`src/rtl/game_ctrl.sv`:
```
// game_ctrl: frame-synchronous dinosaur-runner sequencer (state, collision, BCD score, speed).
// Define GAME_CTRL_HISCORE_EN to build the best-score register and comparator.
module game_ctrl #(
   parameter int unsigned SCORE_DIV   = 6,
   parameter logic [3:0]  INIT_SPEED  = 4'd1,
   parameter logic [3:0]  MAX_SPEED   = 4'd15,
   parameter logic [7:0]  COLLIDE_MIN = 8'd4
) (
   input  logic        CLK,
   input  logic        clrn,
   input  logic        start,
   input  logic        vs,
   input  logic        px_dinosaur,
   input  logic        px_cactus,
   output logic        game_status,
   output logic        game_over,
   output logic        frame_tick,
   output logic [3:0]  speed,
   output logic [15:0] score,
   output logic [15:0] hiscore
);

   localparam int unsigned FW = (SCORE_DIV > 1) ? $clog2(SCORE_DIV) : 1;
   localparam logic [FW-1:0] LAST = FW'(SCORE_DIV - 1);

   typedef enum logic [1:0] {
      S_IDLE = 2'b00,
      S_RUN  = 2'b01,
      S_OVER = 2'b10,
      S_ILL  = 2'b11
   } state_e;

   state_e         state_q, state_d;
   logic           vs_d_q, vs_d_d;
   logic           tick_q, tick_d;
   logic           start_q, start_d;
   logic           pend_q, pend_d;
   logic [7:0]     hit_q, hit_d;
   logic [FW-1:0]  frame_cnt_q, frame_cnt_d;
   logic [15:0]    score_q, score_d;
   logic [3:0]     speed_q, speed_d;

   logic           hit;
   logic           wait_start;
   logic           overlap;
   logic [15:0]    score_nx;

   function automatic logic [15:0] bcd_inc(input logic [15:0] v);
      logic [15:0] r;
      logic        c;
      r = v;
      c = 1'b1;
      for (int i = 0; i < 4; i++) begin
         if (c) begin
            if (r[i*4 +: 4] == 4'd9) begin
               r[i*4 +: 4] = 4'd0;
            end else begin
               r[i*4 +: 4] = r[i*4 +: 4] + 4'd1;
               c = 1'b0;
            end
         end
      end
      return r;
   endfunction

   assign hit        = (hit_q >= COLLIDE_MIN);
   assign wait_start = (state_q == S_IDLE) || (state_q == S_OVER);
   assign overlap    = px_dinosaur & px_cactus & vs;
   assign score_nx   = bcd_inc(score_q);

   always_ff @(posedge CLK or negedge clrn) begin
      if (!clrn) begin
         state_q <= S_IDLE;
      end else begin
         state_q <= state_d;
      end
   end

   always_comb begin
      state_d = state_q;
      if (tick_q) begin
         unique case (state_q)
            S_IDLE:  if (pend_q) state_d = S_RUN;
            S_RUN:   if (hit) state_d = S_OVER;
            S_OVER:  if (pend_q) state_d = S_RUN;
            default: state_d = S_IDLE;
         endcase
      end
   end

   always_comb begin
      game_status = (state_q == S_RUN);
      game_over   = (state_q == S_OVER);
      frame_tick  = tick_q;
      speed       = speed_q;
      score       = score_q;
   end

   always_comb begin
      vs_d_d      = vs;
      tick_d      = vs_d_q & ~vs;
      start_d     = start;
      pend_d      = pend_q;
      hit_d       = hit_q;
      frame_cnt_d = frame_cnt_q;
      score_d     = score_q;
      speed_d     = speed_q;

      // consuming a request beats a fresh edge in the same cycle
      if (tick_q && pend_q && wait_start) begin
         pend_d = 1'b0;
      end else if (start && !start_q && wait_start) begin
         pend_d = 1'b1;
      end

      if (tick_q) begin
         hit_d = 8'd0;
      end else if (state_q == S_RUN && overlap && hit_q != 8'hFF) begin
         hit_d = hit_q + 8'd1;
      end

      if (tick_q) begin
         if (state_q == S_OVER && pend_q) begin
            score_d     = 16'h0000;
            frame_cnt_d = '0;
            speed_d     = INIT_SPEED;
         end else if (state_q == S_RUN && !hit) begin
            if (frame_cnt_q == LAST) begin
               frame_cnt_d = '0;
               if (score_q != 16'h9999) begin
                  score_d = score_nx;
                  if (score_nx[7:0] == 8'h00 && speed_q < MAX_SPEED) begin
                     speed_d = speed_q + 4'd1;
                  end
               end
            end else begin
               frame_cnt_d = frame_cnt_q + FW'(1);
            end
         end
      end
   end

   always_ff @(posedge CLK or negedge clrn) begin
      if (!clrn) begin
         vs_d_q      <= 1'b0;
         tick_q      <= 1'b0;
         start_q     <= 1'b0;
         pend_q      <= 1'b0;
         hit_q       <= 8'd0;
         frame_cnt_q <= '0;
         score_q     <= 16'h0000;
         speed_q     <= INIT_SPEED;
      end else begin
         vs_d_q      <= vs_d_d;
         tick_q      <= tick_d;
         start_q     <= start_d;
         pend_q      <= pend_d;
         hit_q       <= hit_d;
         frame_cnt_q <= frame_cnt_d;
         score_q     <= score_d;
         speed_q     <= speed_d;
      end
   end

`ifdef GAME_CTRL_HISCORE_EN
   logic [15:0] hiscore_q, hiscore_d;

   // packed BCD orders the same as unsigned binary
   always_comb begin
      hiscore_d = hiscore_q;
      if (tick_q && state_q == S_RUN && hit && score_q > hiscore_q) begin
         hiscore_d = score_q;
      end
   end

   always_ff @(posedge CLK or negedge clrn) begin
      if (!clrn) begin
         hiscore_q <= 16'h0000;
      end else begin
         hiscore_q <= hiscore_d;
      end
   end

   assign hiscore = hiscore_q;
`else
   assign hiscore = 16'h0000;
`endif

endmodule

```
`config.mk`:
```
export PLATFORM = sky130hd
export DESIGN_NAME = game_ctrl
export DESIGN_NICKNAME = d
export VERILOG_FILES = /design/src/rtl/game_ctrl.sv
export SDC_FILE = /design/constraint.sdc
export NUM_CORES = 1
export LEC_CHECK = 0
export ABC_AREA = 1
export CAP_MARGIN = 20
export CORE_MARGIN = 2
export CORE_UTILIZATION = 46
export DETAILED_ROUTE_END_ITERATION = 7
export PLACE_DENSITY = 0.73
export SYNTH_ARGS = -nofsm -noshare
export SYNTH_HDL_FRONTEND = slang
export SYNTH_SLANG_ARGS = --single-unit
```
`constraint.sdc`:
```
create_clock -name CLK -period 1.8 [get_ports CLK]
set_input_delay 0.18 -clock CLK [delete_from_list [all_inputs] [get_ports CLK]]
set_output_delay 0.18 -clock CLK [all_outputs]
set_load 0.005 [all_outputs]
```
==> results of run 1 <==
==> metrics by stage <==
step                      worst slack (ns)  hold slack [ns]  area (µm²)  std cells
after floorplan                    0.06309          -0.1156        2291        304
after global placement            0.005799           0.2559        2605        381
after detailed placement          -0.01147           0.2561        2605        381
after CTS                          0.01617           0.3571        2706        389
after global routing              -0.03552           0.3702        2867        394
final                              0.09733           0.3689        2867        394
==> critical path, delay by kind of cell, from the launching register on <==
family                     cells  cell delay [ns]
adders and majority gates      1             0.18
and+or+nand+nor                9             0.69
DFF                            1             0.42
buffers and inverters          1             0.14
AOI/OAI and AO/OA              1             0.18
==> how the worst min path moves through the flow <==
stage / end / slack (ns) / cells past startpoint
final: start_q$_DFF_PN0_ / 0.37 / 1
after global routing: start_q$_DFF_PN0_ / 0.37 / 1
after CTS: start_q$_DFF_PN0_ / 0.36 / 1
after detailed placement: score[3]$_DFFE_PN0P_ / 0.26 / 2
after global placement: score[3]$_DFFE_PN0P_ / 0.26 / 2
after floorplan: frame_cnt_q[0]$_DFFE_PN0P_ / -0.12 / 0
==> registers in the layout (all words and copies together) (netlist names) <==
signal       count
frame_tick       1
speed            4
frame_cnt_q      3
state_q          2
start_q          1
pend_q           1
score           16
vs_d_q           1
hit_q            8
==> timing repair <==
action | CTS | global route
resized for setup | 1 | 32
pin swaps | 0 | 11
buffers inserted | 0 | 5
hold endpoints to repair | 36 | 0
hold buffers | 1 | 0
setup endpoints to repair | 7 | 16
==> logic make-up (layout without fill, tap and decap cells) <==
group | Yosys count | after routing | share of synthesized area (%)
other | 1 | 16 | 0.1678
DFF | 37 | 37 | 41.49
adders and majority gates | 7 | 7 | 3.919
xor gates and xnor gates | 5 | 5 | 1.960
AOI/OAI and AO/OA | 41 | 41 | 10.53
buffers and inverters | 57 | 93 | 13.10
and+or+nand+nor | 141 | 141 | 28.84
==> power groups by stage <==
stage	logic [mW]	registers (mW)	clock network [mW]
after global routing	0.909	1.05	0.635
after floorplan	0.439	1.04	0
after detailed placement	0.693	1.04	0
after global placement	0.682	1.04	0
after CTS	0.703	1.03	0.599
final	0.802	1.03	0.581
==> placed cells by master, fill, tap and decap left out, types with 2 or more instances in the layout <==
| master | instances |
|---|---|
| a21oi_1 | 10 |
| buf_4 | 17 |
| buf_6 | 2 |
| clkbuf_8 | 6 |
| clkdlybuf4s50_1 | 27 |
| conb_1 | 16 |
| dfrtp_1 | 36 |
| ha_1 | 5 |
| inv_1 | 34 |
| inv_2 | 3 |
| nand2_1 | 58 |
| nand2_2 | 9 |
| nand2_4 | 3 |
| nand3_1 | 19 |
| nand3_2 | 4 |
| nand3b_1 | 2 |
| nand4_1 | 7 |
| nor2_1 | 23 |
| nor2_2 | 3 |
| nor2_4 | 4 |
| nor3_1 | 3 |
| nor3_2 | 2 |
| o21ai_0 | 15 |
| o21ai_1 | 10 |
| xor2_1 | 4 |
==> synth_stat cells (2+ instances only) <==
master	count	area (µm²)
buf_6	2	22.52
nor2_2	4	25.02
nand2_2	4	25.02
a21oi_1	10	50.05
nor2_1	25	93.84
o21ai_0	17	85.08
ha_1	7	87.58
dfrtp_1	36	900.9
nand2_1	66	247.7
xor2_1	4	35.03
nand4_2	2	25.02
nand3b_1	2	15.01
inv_2	2	7.510
inv_1	35	131.4
nor3_1	4	20.02
o21ai_1	9	45.04
nand3_1	24	120.1
nand4_1	7	43.79
buf_4	17	127.6
==> per-layer routing <==
layer	vias up	wire [µm]	GRT usage, %
met1	906	2204	24.19
li1	1005	-	-
met2	52	2236	30.36
met3	8	212	4.390
met5	-	0	0
met4	0	65	6.061
==> cell type report <==
cell class | count | share of cell area (%)
multi-input combinational | 210 | 41.55
sequential | 37 | 32.34
timing repair buffer | 49 | 15.89
inverter | 37 | 4.845
clock buffer | 7 | 3.012
tap | 54 | 2.357
==> results_dict.tcl, run 1 <==
set metrics [dict create \
    status "finished, final reports clean" \
    die_height_um 73.70 \
    numCtsBuffers 5 \
    cts_buffer_depth 2 \
    first_global_vias 1786 \
    p_int_mw 1.613 \
    crit_required_ns 1.98 \
    diodes 0 \
    clk_pin_slew_ns 0.07 \
    grt_pass1_wl_um 7817 \
    max_cap_viol_count 0 \
    ioPinCount 45 \
    rsz0062_at_grt "yes" \
    antenna_found_initial 0 \
    track_usage_pct 18.56 \
    cp_slowest_cell "dfrtp_1" \
    ir_drop_v 0.0007532 \
    htreeDepth 2 \
    final_core_util_pct 61.09 \
    fp.dieW_um 73.70 \
    synth_flop_cell "dfrtp_1" \
    drtIter0Drc 89 \
    io_buffers 28 \
    arrival_ns 1.88 \
    netlist_area_um2 2235 \
    fin_nets 353 \
    overflow 0 \
    p_total_mw 2.417 \
    crit_chain "buf_6 > ha_2 > nand2_1 > nand2_2 > nand2_1 > nand3_2 > nor2_2 > nand2_2 > o21bai_4 > nand2_2 > nand2_1 > nand2_1" \
    power_leakage_nw 1.363 \
    n_fill_cell 431 \
    p_clk_share_pct 24.0 \
    clock_sinks 37 \
    grt_max_degree 38 \
    crit_top_cell "nand2_1" \
    r2r_end "speed[2]$_DFFE_PN0P_" \
    crit_start "score[0]$_DFFE_PN0P_" \
    timing.critical_path.from_type "flop" \
    cts_tree "yes" \
    tns_ns 0 \
    switchingPower_mw 0.8038 \
    worstSetupPathType "flop to flop" \
    reg2reg_from "score[0]$_DFFE_PN0P_" \
    combPwrFrac_pct 33.2 \
    wl_per_cell_um 11.98 \
    core-area_um2 4692 \
    synth.ff_latch_count 37 \
    synth_cells 289 \
    maxSlewViolCount 0 \
    via_count 1971 \
    ys_warn_count 0 \
    avgSynthCellArea_um2 7.732 \
    seq_area_um2 927.1 \
    path_max_fanout 4 \
    multi_input_area_um2 1191 \
    gp_congestion 0.8139 \
    period_share_pct 94.59 \
    syn2layout_area_growth_pct 28.28 \
    fin_worst_skew_ns 0.007169 \
    report.final.hold_viol_count 0 \
    fin_crit_ns 1.703 \
    ant_nets 0 \
    r2r_slack_ns 0.1 \
    power-per-cell-area_nw_per_um2 843.2 \
    min-delay-start "start" \
    rr_worst_depth 12 \
    first_pass_iters 4 \
    drive_above_1_share_pct 18.82 \
    fp.dieArea_um2 5432 \
    ys_seq_area_share_pct 41.49 \
    seqPwrFrac_pct 42.8 \
    yosys.cell_types.count 31 \
    drc 0 \
    routed_wl_um 4719 \
    cts_root_buf "clkbuf_8" \
    synthArstFlopShare_pct 100.0 \
    endpoint "speed[2]$_DFFE_PN0P_" \
    fmax_mhz 587.3 \
    max_stage_delay_ns 0.42 \
    endpoint_kind "flop" \
    start_util_pct 47.63 \
    std_cell_rows 25 \
    power.share.switching_pct 33.25 \
    dp_hpwl_um 3283 \
    viasPerCell 5.003 \
    worstSkewPairLatency_ns 0.29 \
    hold_path_class "input port to flop" \
    finalSetupViolCount 0 \
    synth_edf_count 0 \
]
(Power assumes the default switching activity.)
==> run 2: changes to the inputs <==
--- a/config.mk
+++ b/config.mk
@@ -8,9 +8,10 @@
 export ABC_AREA = 1
 export CAP_MARGIN = 20
 export CORE_MARGIN = 2
-export CORE_UTILIZATION = 46
+export CORE_UTILIZATION = 48
+export CTS_BUF_LIST = sky130_fd_sc_hd__clkbuf_8
 export DETAILED_ROUTE_END_ITERATION = 7
-export PLACE_DENSITY = 0.73
+export PLACE_DENSITY = 0.76
 export SYNTH_ARGS = -nofsm -noshare
 export SYNTH_HDL_FRONTEND = slang
 export SYNTH_SLANG_ARGS = --single-unit
==> run 2 against run 1 <==
Die area shrank 3.9%. Combinational power increased by 7.4%. Sequential cell count stayed put. Largest cell class unchanged. Clock skew is 0.0015 ns higher. Final cell count rose by 1.8%. Total power is 2.1% higher.
==> results_dict.tcl, run 2 (synthesis gave the netlist of run 1 again) <==
set metrics [dict create \
    combPwrFrac_pct 34.9 \
    grt_pass1_wl_um 7583 \
    gp_congestion 0.8555 \
    first_pass_iters 4 \
    htreeDepth 2 \
    hold_path_class "input port to flop" \
    cts_buffer_depth 2 \
    dp.cells 384 \
    cp_slowest_cell "dfrtp_1" \
    drc 0 \
    dp_hpwl_um 3350 \
    clk_pin_slew_ns 0.07 \
    drtIter0Drc 70 \
    report.final.hold_viol_count 0 \
    fin_nets 362 \
    power-per-cell-area_nw_per_um2 844.8 \
    cp_num_buf_inv 2 \
    final_cell_mix "nand2_1 (58), dfrtp_1 (36), inv_1 (34), clkdlybuf4s50_1 (27)" \
    grt_max_degree 38 \
    fin_cells 401 \
    worstSkewPairLatency_ns 0.28 \
    switchingPower_mw 0.8115 \
    worstSetupPathType "flop to flop" \
    path_max_fanout 5 \
    clock_sinks 37 \
    max_stage_delay_ns 0.38 \
    start_util_pct 50.62 \
    via_count 2033 \
    die_height_um 72.23 \
    grt_use_met2_pct 32.11 \
    status "finished, final reports clean" \
    p_clk_share_pct 23.2 \
    ir_drop_v 0.0008346 \
    finalSetupViolCount 0 \
    hold_ws_ns 0.3695 \
    core-area_um2 4414 \
    routed_wl_um 4914 \
    critPathTopFamily "simple AND/OR/NAND/NOR gates" \
    final_area_um2 2922 \
    timing.critical_path.from_type "flop" \
    period_share_pct 96.95 \
    viasPerCell 5.070 \
    largest_register_ff_count 16 \
    fp.dieW_um 72.23 \
    fmax_mhz 573.0 \
    crit_chain "inv_2 > ha_4 > nand2_2 > nor2_4 > buf_6 > nand3_2 > nand2_2 > nor2_1 > nand2_1 > o21bai_4 > nand2_2 > nand2_1 > nand2_1" \
    maxSlewViolCount 0 \
    power_leakage_nw 1.376 \
    n_fill_cell 378 \
    syn2layout_area_growth_pct 30.74 \
    track_usage_pct 18.55 \
    std_cell_rows 24 \
    max_cap_viol_count 0 \
    antenna_found_initial 0 \
    crit_required_ns 2.03 \
    final_common_cell "nand2_1" \
    power.share.switching_pct 32.88 \
    io_buffers 28 \
    p_int_mw 1.657 \
    wl_per_cell_um 12.25 \
    gr-usage-met3_pct 3.333 \
    rsz0062_at_grt "yes" \
    numCtsBuffers 5 \
    ioPinCount 45 \
    cts_tree "yes" \
    endpoint_kind "flop" \
    place_area_um2 2628 \
    drive_above_1_share_pct 20.34 \
    gr-usage-met1_pct 23.54 \
    cts_root_buf "clkbuf_8" \
    min-delay-start "start" \
    fin_worst_skew_ns 0.008654 \
    first_global_vias 1766 \
    arrival_ns 1.97 \
    reg2reg_from "score[1]$_DFFE_PN0P_" \
    top_usage_layer "met2" \
    crit_start "score[1]$_DFFE_PN0P_" \
    seqPwrFrac_pct 41.9 \
    overflow 0 \
    fp.dieArea_um2 5217 \
    diodes 0 \
    ant_nets 0 \
    fin_crit_ns 1.745 \
]
run 2: changes by cell type in the layout (fill, tap and decap cells not counted), sizes merged:
cell	before	now
buf	21	28
inv	37	38
nor2	30	31
run 2: power by group through the flow:
stage          registers (mW)  clock network, mW  logic, mW
3_5_place_dp             1.04                  0      0.716
3_3_place_gp             1.03                  0      0.701
6_report                 1.03              0.573      0.861
2_1_floorplan            1.04                  0      0.439
4_1_cts                  1.03              0.590      0.725
5_1_grt                  1.05              0.623      0.954
run 2: final cells by class:
| cell class | instances | area, µm² | share of cell area, % |
|---|---|---|---|
| clock buffers | 6 | 82.58 | 2.827 |
| clock inverters | 1 | 3.754 | 0.1285 |
| inverters | 37 | 138.9 | 4.754 |
| multi-input cells | 211 | 1189 | 40.69 |
| flip-flops and latches | 37 | 927.1 | 31.73 |
| well taps | 52 | 65.06 | 2.227 |
| repair buffers | 57 | 515.5 | 17.64 |
run 2: final timing paths:
check	slack, ns	depth (start not counted)	end
worst max-delay path	0.05	13	speed[2]$_DFFE_PN0P_
worst min-delay path	0.37	1	start_q$_DFF_PN0_
worst max register to register	0.05	13	speed[2]$_DFFE_PN0P_
worst min register to register	0.43	1	pend_q$_DFFE_PN0P_
max in group asynchronous	0.98	3	speed[0]$_DFFE_PN1P_
min in group asynchronous	0.47	3	hit_q[3]$_DFFE_PN0P_
run 2: layer usage:
layer	vias to the layer above	wire length, µm
met5	-	0
met4	0	51
met3	6	232
met2	56	2469
met1	944	2160
li1	1027	-
run 2: metrics by stage:
stage / power [mW] / TNS [ns] / setup WS (ns) / utilization (%)
floorplan: 1.483 / 0 / 0.06309 / -
global placement: 1.736 / -0.05006 / -0.01888 / 59.52
detailed placement: 1.757 / -0.5867 / -0.1076 / 59.52
CTS: 2.341 / 0 / 0.008055 / 62.19
global route: 2.627 / -0.3161 / -0.05735 / 66.18
finish: 2.468 / 0 / 0.05491 / 66.18
run 2: timing repair:
| item | in CTS | in global routing |
|---|---|---|
| pin swaps | 1 | 14 |
| endpoints found under the setup margin | 12 | 15 |
| setup buffers | 0 | 8 |
| cloned | 1 | 0 |
| hold buffers | 1 | 0 |
| resized for setup | 3 | 25 |
| hold endpoints to repair | 36 | 0 |
==> run 3: changes to the inputs <==
--- a/config.mk
+++ b/config.mk
@@ -11,7 +11,7 @@
 export CORE_UTILIZATION = 48
 export CTS_BUF_LIST = sky130_fd_sc_hd__clkbuf_8
 export DETAILED_ROUTE_END_ITERATION = 7
-export PLACE_DENSITY = 0.76
+export PLACE_DENSITY_LB_ADDON = 0.3
 export SYNTH_ARGS = -nofsm -noshare
 export SYNTH_HDL_FRONTEND = slang
 export SYNTH_SLANG_ARGS = --single-unit
==> run 3 against run 2 <==
Sequential cell count unchanged. Non-clock buffer count shrank 11. Final cell count is 2.7% lower. Critical endpoint is now speed[3]$_DFFE_PN0P_. Highest routed layer unchanged. Critical path type unchanged. Combinational power is 3.7% lower. Largest power group unchanged.
==> results_dict.tcl, run 3 (synthesis gave the netlist of run 1 again) <==
set metrics [dict create \
    status "finished, final reports clean" \
    final_common_cell "nand2_1" \
    syn2layout_area_growth_pct 28.16 \
    fin_nets 350 \
    power_leakage_nw 1.345 \
    start_util_pct 50.62 \
    wl_per_cell_um 11.49 \
    endpoint_kind "flop" \
    fin_crit_ns 1.741 \
    ioPinCount 45 \
    report.final.hold_viol_count 0 \
    grt_pass1_wl_um 7521 \
    diodes 0 \
    cts_tree "yes" \
    worstHoldPathCells 1 \
    rr_worst_depth 11 \
    drtIter0Drc 132 \
    clk_pin_slew_ns 0.07 \
    worstSetupPathType "flop to flop" \
    worstSkewPairLatency_ns 0.28 \
    grt_max_degree 38 \
    power-per-cell-area_nw_per_um2 871.6 \
    final_cell_mix "nand2_1 (58), dfrtp_1 (36), inv_1 (34), clkdlybuf4s50_1 (27), nor2_1 (25)" \
    hold_path_class "input port to flop" \
    std_cell_rows 24 \
    first_global_vias 1693 \
    first_pass_iters 4 \
    dp_hpwl_um 3156 \
    setup_ws_ns 0.05851 \
    fmax_mhz 574.2 \
    overflow 0 \
    drc 0 \
    cts_root_buf "clkbuf_8" \
    via_count 1946 \
    final_area_um2 2864 \
    place_area_um2 2600 \
    maxSlewViolCount 0 \
    io_buffers 28 \
    antenna_found_initial 0 \
    clock_sinks 37 \
    cts_buffer_depth 2 \
    period_share_pct 96.75 \
    final_core_util_pct 64.88 \
    fin_worst_skew_ns 0.002617 \
    crit_required_ns 1.98 \
    arrival_ns 1.92 \
    ir_drop_v 0.0009474 \
    routed_wl_um 4483 \
    gp_congestion 0.7712 \
    die_height_um 72.23 \
    path_max_fanout 5 \
    drive_above_1_share_pct 17.46 \
    timing.critical_path.from_type "flop" \
    pre_cts_ws_ns -0.003135 \
    track_usage_pct 18.16 \
    largest_register_ff_count 16 \
    numCtsBuffers 5 \
    tns_ns 0 \
    core-area_um2 4414 \
    fp.dieArea_um2 5217 \
    fp.dieW_um 72.23 \
    ant_nets 0 \
    htreeDepth 2 \
    max_cap_viol_count 0 \
    finalSetupViolCount 0 \
    viasPerCell 4.990 \
]
[run 3: changes by cell type in the layout (fill, tap and decap cells not counted), moves of 2 or more]
cell	change
nor2_4	-2
buf_12	+2
buf_4	-13
nand3_2	-2
[run 3: worst paths after layout]
kind	from	endpoint	slack, ns
worst max-delay path	score[1]$_DFFE_PN0P_	speed[3]$_DFFE_PN0P_	0.06
worst min-delay path	start	start_q$_DFF_PN0_	0.36
worst max register to register	score[1]$_DFFE_PN0P_	speed[3]$_DFFE_PN0P_	0.06
min in group asynchronous	clrn	score[3]$_DFFE_PN0P_	0.46
max in group asynchronous	clrn	speed[0]$_DFFE_PN1P_	0.97
worst min register to register	start_q$_DFF_PN0_	pend_q$_DFFE_PN0P_	0.43
[run 3: metal layers]
layer	part of all wire [%]	GRT usage, %	up-vias
met1	49	24.84	898
met4	1.2	5.660	0
li1	-	-	1003
met5	0	0	-
met2	47	28.85	40
met3	3.6	4.028	5
[run 3: cell type report]
| type | instances | area, µm² |
|---|---|---|
| timing repair buffer | 46 | 457.9 |
| inverter | 37 | 138.9 |
| tap | 52 | 65.06 |
| clock buffer | 7 | 96.34 |
| fill | 391 | 1550 |
| multi-input combinational | 210 | 1174 |
| clock inverter | 1 | 5.005 |
| sequential | 37 | 927.1 |
[run 3: metrics by stage]
stage / power (mW) / hold WS [ns] / instances
5_1_grt: 2.664 / 0.3748 / 390
3_3_place_gp: 1.727 / 0.2526 / 377
2_1_floorplan: 1.483 / -0.1156 / 304
3_5_place_dp: 1.748 / 0.2559 / 377
4_1_cts: 2.401 / 0.3526 / 386
6_report: 2.496 / 0.3573 / 390
[run 3: critical path, stage by stage, from the launching register on]
cell and delay (ns):
dfrtp_1 0.39, inv_2 0.09, ha_4 0.17, nand2_4 0.06
nor2_4 0.20, a21oi_1 0.07, o21ai_1 0.17, nand2_2 0.13
o21bai_4 0.16, nand2_2 0.09, nand2_1 0.06, nand2_1 0.05
[run 3: power by group]
| part | total [mW] | switching [mW] | internal [mW] | leakage, nW |
|---|---|---|---|---|
| registers | 1.03 | 0.0902 | 0.941 | 0.494 |
| clock network | 0.637 | 0.291 | 0.346 | 0.0542 |
| logic | 0.829 | 0.442 | 0.387 | 0.797 |
| total | 2.50 | 0.823 | 1.67 | 1.34 |
[run 3: repair_timing]
action	in CTS	in global routing
endpoints found under the setup margin	3	20
pin swaps	0	11
hold endpoints to repair	36	0
resized for setup	1	25
buffers inserted	0	4
cloned	0	0
hold buffers	1	0
